[src/rtl/sap1_pkg.sv]
// Shared definitions for the SAP-1 FPGA output path: display FSM encoding and nibble width.
package sap1_pkg;

  localparam int NIBBLE_W = 4;

  typedef enum logic [1:0] {
    ST_IDLE  = 2'd0,
    ST_SHOW  = 2'd1,
    ST_BLANK = 2'd2
  } disp_state_t;

endpackage

[src/rtl/sync_fifo.sv]
// Single-clock FIFO with synchronous active-high reset; pointers carry one extra wrap bit.
module sync_fifo #(
  parameter int WIDTH = 16,
  parameter int DEPTH = 4
) (
  input  logic             clk,
  input  logic             s_reset,
  input  logic             push,
  input  logic             pop,
  input  logic [WIDTH-1:0] wr_data,
  output logic [WIDTH-1:0] rd_data,
  output logic             full,
  output logic             empty
);

  localparam int AW = $clog2(DEPTH);

  logic [WIDTH-1:0] mem [DEPTH];
  logic [AW:0]      wr_ptr;
  logic [AW:0]      rd_ptr;
  logic             do_push;
  logic             do_pop;

  // A pop in the same cycle frees a slot, so a push while full is still accepted.
  assign do_pop  = pop && !empty;
  assign do_push = push && (!full || do_pop);

  always_ff @(posedge clk) begin
    if (s_reset) begin
      wr_ptr <= '0;
      rd_ptr <= '0;
    end else begin
      if (do_push) begin
        mem[wr_ptr[AW-1:0]] <= wr_data;
        wr_ptr <= wr_ptr + 1'b1;
      end
      if (do_pop) rd_ptr <= rd_ptr + 1'b1;
    end
  end

  assign rd_data = mem[rd_ptr[AW-1:0]];
  assign empty   = (wr_ptr == rd_ptr);
  assign full    = (wr_ptr[AW] != rd_ptr[AW]) && (wr_ptr[AW-1:0] == rd_ptr[AW-1:0]);

endmodule

[src/rtl/out_nibble_display.sv]
// Buffers words written to the CPU output register and replays them on the user LEDs, MS nibble first.
//   state    | meaning
//   ST_IDLE  | LEDs dark; pops the next queued word when one is available
//   ST_SHOW  | one nibble on led; advances on dwell terminal count (auto) or step (manual)
//   ST_BLANK | LEDs dark for BLANK_CYCLES after the last nibble of a word
module out_nibble_display
  import sap1_pkg::*;
#(
  parameter int DATA_WIDTH   = 16,
  parameter int FIFO_DEPTH   = 4,
  parameter int DWELL_CYCLES = 50_000_000,
  parameter int BLANK_CYCLES = 5_000_000,
  parameter int CNT_WIDTH    = 26
) (
  input  logic                                  clk,
  input  logic                                  s_reset,
  input  logic                                  wr_en,
  input  logic [DATA_WIDTH-1:0]                 wr_data,
  input  logic                                  manual,
  input  logic                                  step,
  output logic [3:0]                            led,
  output logic [$clog2(DATA_WIDTH/4)-1:0]       nib_idx,
  output logic                                  showing,
  output logic                                  busy,
  output logic                                  fifo_full,
  output logic                                  overflow
);

  localparam int NIBBLES = DATA_WIDTH / NIBBLE_W;
  localparam int IDX_W   = $clog2(NIBBLES);

  localparam logic [CNT_WIDTH-1:0] DWELL_LAST = CNT_WIDTH'(DWELL_CYCLES - 1);
  localparam logic [CNT_WIDTH-1:0] BLANK_LAST = CNT_WIDTH'((BLANK_CYCLES > 0) ? BLANK_CYCLES - 1 : 0);
  localparam logic [IDX_W-1:0]     IDX_MSN    = IDX_W'(NIBBLES - 1);

  disp_state_t           state;
  logic [CNT_WIDTH-1:0]  cnt;
  logic [DATA_WIDTH-1:0] word_q;
  logic [DATA_WIDTH-1:0] fifo_rd_data;
  logic [IDX_W-1:0]      idx_dn;
  logic                  fifo_empty;
  logic                  fifo_pop;
  logic                  advance;

  assign fifo_pop = (state == ST_IDLE) && !fifo_empty;
  assign advance  = manual ? step : (cnt == DWELL_LAST);
  assign idx_dn   = nib_idx - 1'b1;
  assign busy     = !fifo_empty || (state != ST_IDLE);

  sync_fifo #(
    .WIDTH (DATA_WIDTH),
    .DEPTH (FIFO_DEPTH)
  ) u_fifo (
    .clk     (clk),
    .s_reset (s_reset),
    .push    (wr_en),
    .pop     (fifo_pop),
    .wr_data (wr_data),
    .rd_data (fifo_rd_data),
    .full    (fifo_full),
    .empty   (fifo_empty)
  );

  always_ff @(posedge clk) begin
    if (s_reset) begin
      state    <= ST_IDLE;
      cnt      <= '0;
      word_q   <= '0;
      nib_idx  <= '0;
      led      <= '0;
      showing  <= 1'b0;
      overflow <= 1'b0;
    end else begin
      if (wr_en && fifo_full && !fifo_pop) overflow <= 1'b1;

      case (state)
        ST_IDLE: begin
          if (!fifo_empty) begin
            word_q  <= fifo_rd_data;
            nib_idx <= IDX_MSN;
            cnt     <= '0;
            led     <= fifo_rd_data[DATA_WIDTH-1 -: NIBBLE_W];
            showing <= 1'b1;
            state   <= ST_SHOW;
          end
        end
        ST_SHOW: begin
          if (advance) begin
            cnt <= '0;
            if (nib_idx != '0) begin
              nib_idx <= idx_dn;
              led     <= word_q[NIBBLE_W*idx_dn +: NIBBLE_W];
            end else begin
              led     <= '0;
              showing <= 1'b0;
              state   <= (BLANK_CYCLES > 0) ? ST_BLANK : ST_IDLE;
            end
          end else if (manual) begin
            cnt <= '0;
          end else begin
            cnt <= cnt + 1'b1;
          end
        end
        ST_BLANK: begin
          if (cnt == BLANK_LAST) begin
            cnt   <= '0;
            state <= ST_IDLE;
          end else begin
            cnt <= cnt + 1'b1;
          end
        end
        default: state <= ST_IDLE;
      endcase
    end
  end

endmodule

[config.mk]
export PLATFORM = sky130hd
export DESIGN_NAME = out_nibble_display
export DESIGN_NICKNAME = d
export VERILOG_FILES = /design/src/rtl/sap1_pkg.sv /design/src/rtl/sync_fifo.sv /design/src/rtl/out_nibble_display.sv
export SDC_FILE = /design/constraint.sdc
export NUM_CORES = 1
export LEC_CHECK = 0
export ABC_AREA = 1
export CORE_MARGIN = 8
export CORE_UTILIZATION = 40
export CTS_CLUSTER_SIZE = 14
export DETAILED_ROUTE_END_ITERATION = 6
export PLACE_DENSITY = 0.66
export SYNTH_ARGS = -nofsm -noshare
export SYNTH_HDL_FRONTEND = slang
export SYNTH_SLANG_ARGS = --single-unit
[constraint.sdc]
create_clock -name clk -period 5.8 [get_ports clk]
set_input_delay 1.16 -clock clk [delete_from_list [all_inputs] [get_ports clk]]
set_output_delay 1.16 -clock clk [all_outputs]
set_load 0.005 [all_outputs]
Yosys cells after proc, flatten, opt, wreduce, memory -nomap -nowiden:

Memories as Yosys holds them, arrays and structs flattened. A register that Yosys moved wholly into a read port is not among the register bits.
Cells that the tools add are included.
Widths: inputs -> output; s select.

* $add $sub $neg: 4
* equality and inequality tests: 12
* shifts and indexed selects: 1
* muxes and demuxes: 28
* bitwise gates (word level): 1
* reduce and logical (&&, ||, !) cells: 22

Operators with widths (count)
* $mux 26: 4
* $pmux 26 s3: 1
* $add 26x1->26 const B: 1
* $eq 26x23->1 const B: 1
* $eq 26x26->1 const B: 1
* $mux 2: 9
* $shiftx 16x5->4: 1
* $mux 4: 3
* $reduce_and 4->1: 3
* $ne 2x2->1 const B: 5
* $pmux 4 s2: 1
* $mux 1: 7
* $add 3x1->3 const B: 2
* $logic_and 1x1->1: 6
* $pmux 2 s3: 1
* $reduce_bool 2->1: 3
* $pmux 2 s2: 1
* $reduce_and 2->1: 2
* $eq 3x3->1: 1
* $logic_not 1->1: 3
* $reduce_and 3->1: 1
* $reduce_bool 3->1: 1
* $eq 2x1->1 const B: 1
* $eq 2x2->1: 1
* other kinds (7): 8

* register bits: 58
* bits in writable memories: 64
* output and inout bits: 10
* memories: 1

Memories
* u_fifo.mem: words 4, bits a word 16, rd ports 1, clocked after memory_dff 1, wr ports 1, line sync_fifo.sv:18 `logic [WIDTH-1:0] mem [DEPTH];`

Longest topological paths before layout:

* depth after elaboration: 9
* gate-level depth with buffers: 13
* depth with buffers taken out: 12

Hierarchy:

From an unflattened synthesis, not the netlist that was laid out.

* cells, all modules: 712
* area total of the unflattened synthesis: 6020.8 µm²

By module, submodules not included
* out_nibble_display: times used 1, cells each 495, area each 3163.0 µm², sequential area each 1041.0 µm²
* sync_fifo: times used 1, cells each 217, area each 2857.7 µm², sequential area each 2082.0 µm²

Worst setup path before layout:

No wires, ideal clock.

* path kind: input to register
* start: input s_reset
* end: memory u_fifo.mem[0][0] (enable)
* setup time: 0.389 ns
* data arrival time: 2.483 ns
* required time: 5.411 ns
* path slack: 2.929 ns
* cell stages on the path: 5
* cell sequence: clkbuf_1 inv_1 buf_1 nand2_1 nor2_1

* word-level cells in the longest chain between the ends: 2

Ends and longest elaborated chain
* start: declaration: line out_nibble_display.sv:16 `input logic s_reset,`
* $mux 1: line sync_fifo.sv:29 `if (s_reset) begin`
* $mux 1 (not written as such): line sync_fifo.sv:34 `mem[wr_ptr[AW-1:0]] <= wr_data;`
* end: declaration: line sync_fifo.sv:18

No other way between the ends.

Final worst setup path:

* start: register state[0]
* end: output busy

* word-level cells in the longest chain between the ends: 2

Ends and longest elaborated chain
* start: declaration: line out_nibble_display.sv:36 `disp_state_t state;`
* start signal: assignment: line out_nibble_display.sv:96 `state <= (BLANK_CYCLES > 0) ? ST_BLANK : ST_IDLE;`
* $reduce_bool 2->1: line out_nibble_display.sv:48 `assign busy = !fifo_empty || (state != ST_IDLE);`
* $logic_or 1x1->1: line out_nibble_display.sv:48
* end: declaration: line out_nibble_display.sv:24 `output logic busy,`

No other way between the ends.

==> results.py <==
metrics = {
    "routing": {
        "drt-pass1-iter-count": 5,
        "drc_errors": 0,
        "vias": 4817,
        "routedWlPerCell_um": 14.4,
        "ant_nets": 0,
        "wirelength_um": 14000,
        "drt_iter0_markers": 307,
        "vias_per_cell": 4.96,
    },
    "global_routing": {
        "grt_util_met3_pct": 3.51,
        "grt.busiest_layer": "met2",
        "grt_max_degree": 34,
        "antenna_found_initial": 0,
        "grt_pass1_vias": 4562,
        "grt_use_met2_pct": 22.6,
        "grt_overflow": 0,
        "grt_pass1_wl_um": 23300,
        "use_met1_pct": 20.2,
        "grt.total_usage_pct": 14.9,
    },
    "worst_setup_path": {
        "cp_slowest_cell": "clkdlybuf4s50_1",
        "critical_path.top_delay_family": "buffers and inverters",
        "crit_chain": "inv_1, ha_1, nand4_4, clkdlybuf4s50_1",
        "required_ns": 4.64,
        "cp-start-kind": "register",
        "critPathKind": "register to primary output",
        "cp-end-kind": "primary output",
        "critical_path_arrival_ns": 1.94,
        "critPathBufInv": 2,
        "critPathMaxFanout": 9,
        "cpPeakStageDelay_ns": 0.55,
    },
    "floorplan": {
        "io_pins": 31,
        "fp.dieW_um": 139,
        "core-area_um2": 15000,
        "die_height_um": 139,
        "start_util_pct": 40.3,
        "dieArea_um2": 19300,
        "rows": 45,
    },
    "run": {
        "maxCapViolations": 0,
    },
    "sta": {
        "maxSlewHeadroom_pct": 45.5,
        "period_minus_slack_ns": 3.10,
        "tightestPinTransition_ns": 0.816,
        "rsz0062_at_grt": "no",
        "post-route-period-util_pct": 53.4,
        "timing.final.max_slew_violations": 0,
        "timing.fmax_ghz": 0.323,
        "setup_violations": 0,
        "finalHoldViolCount": 0,
        "tns_ns": 0,
        "fin_skew_ns": 0.00908,
    },
    "cells_and_area": {
        "regArea_um2": 3120,
        "postLayoutCoreUtil_pct": 47.0,
        "layout_common_cells": "nand2_1 (149), nor2_1 (144), inv_1 (67), o21ai_0 (67), edfxtp_1 (64)",
        "area_growth_pct": 16.4,
        "drive_gt1_share_pct": 7.65,
        "nets": 804,
        "antenna-diode-count": 0,
        "layout_commonest_cell": "nand2_1",
        "multi_input_area_um2": 2480,
        "fill_cells": 1442,
    },
    "synth": {
        "synth_edf_count": 64,
        "synth_warnings": 0,
        "synth_area_um2": 6040,
        "ys_seq_elements": 124,
        "synthCells": 745,
        "synth_cell_types": 30,
        "async_flop_share_pct": 0,
        "synth_ff_type": "edfxtp_1",
        "avgSynthCellArea_um2": 8.11,
        "synth_seq_area_share_pct": 51.7,
        "synth_nets": 778,
    },
    "cts": {
        "clk_pin_slew_worst_paths_ns": 0.06,
        "cts.sinks": 124,
        "cts_root_buffer": "clkbuf_16",
        "ctsResizeCount": 0,
        "cts_buffer_depth": 2,
        "numCtsBuffers": 17,
        "htreeDepth": 4,
        "postCtsHoldBufs": 0,
        "post_cts_buffers": 0,
        "insertion_delay_ns": 0.41,
        "cts_tree": "built",
    },
    "placement": {
        "port_buffers": 30,
        "place_hpwl_um": 9680,
        "globalplace.congestion": 0.914,
    },
    "min_path": {
        "holdCritPathClass": "register to register",
    },
    "power_and_ir_drop": {
        "p_leak_nw": 2.67,
        "power_density_nw_per_um2": 445,
        "ir_worst_vdd_uv": 228,
    },
    "run_status": {
        "status": "completed",
    },
}
per-stage QoR:
step | area [um^2] | setup slack [ns] | cells | hold WS, ns | total power [mW]
after floorplan | 6040 | 2.93 | 745 | 0.430 | 1.88
after global placement | 6470 | 2.74 | 940 | 0.440 | 2.13
after detailed placement | 6470 | 2.66 | 940 | 0.452 | 2.14
after CTS | 7030 | 2.68 | 972 | 0.461 | 3.15
after global routing | 7030 | 2.57 | 972 | 0.487 | 3.33
final | 7030 | 2.70 | 972 | 0.459 | 3.13
layer usage:
metal	vias to the layer above	share of wire [%]
met2	127	45
met1	2167	49
met3	24	4.6
met5	-	0
met4	0	1.9
li1	2499	-
sequential cells by signal, indices dropped and copies added, names as in the netlist, named ones only:
register,cells
state,2
nib_idx,2
u_fifo.wr_ptr,3
led,4
word_q,16
showing,1
overflow,1
u_fifo.rd_ptr,3
u_fifo.mem,64
cnt,26
cell usage after synthesis (5+ instances only):
master	count	area share, %
a21oi_1	45	3.7
a31oi_1	12	1.2
buf_2	10	0.83
buf_4	5	0.62
clkbuf_1	11	0.68
dfxtp_1	60	20
edfxtp_1	64	32
ha_1	12	2.5
inv_1	67	4.2
inv_2	5	0.31
nand2_1	149	9.3
nand3_1	42	3.5
nand4_1	7	0.72
nor2_1	144	8.9
nor2_2	5	0.52
o21ai_0	67	5.6
xnor2_1	5	0.72
xor2_1	9	1.3
worst min-delay path, delay by kind of cell, from the launching register on:
kind | cells | cell delay (ns)
buf+inv | 1 | 0.06
compound gates | 1 | 0.06
flops | 1 | 0.30
final timing paths:
check / depth (start not counted) / start / endpoint / slack, ns
worst max register to register: 9 / state[0] / u_fifo.mem[3][11] / 3.42
worst min-delay path: 2 / word_q[13] / word_q[13] / 0.46
worst min register to register: 2 / word_q[13] / word_q[13] / 0.46
worst max-delay path: 4 / state[0] / busy / 2.70
layout make-up:
cell class / count / share of cell area, %
Tap cell: 188 / 3.34
Timing Repair Buffer: 37 / 5.02
Clock inverter: 14 / 1.92
Multi-Input combinational cell: 517 / 35.3
Inverter: 74 / 3.95
Sequential cell: 124 / 44.4
Clock buffer: 18 / 6.10
report_power, final:
group	switching, mW	internal (mW)	total, mW
sequential	0.0813	1.04	1.12
clock	0.412	0.597	1.01
combinational	0.678	0.323	1.00
total	1.17	1.96	3.13
kinds of logic after synthesis:
logic type / after synthesis / share of synthesized area [%]
and+or+nand+nor: 360 / 25.2
xor gates and xnor gates: 15 / 2.30
adders and majority gates: 12 / 2.49
AOI/OAI and AO/OA: 130 / 11.1
buffers and inverters: 104 / 7.23
DFF: 124 / 51.7
Power figures use the tool's default switching activity.
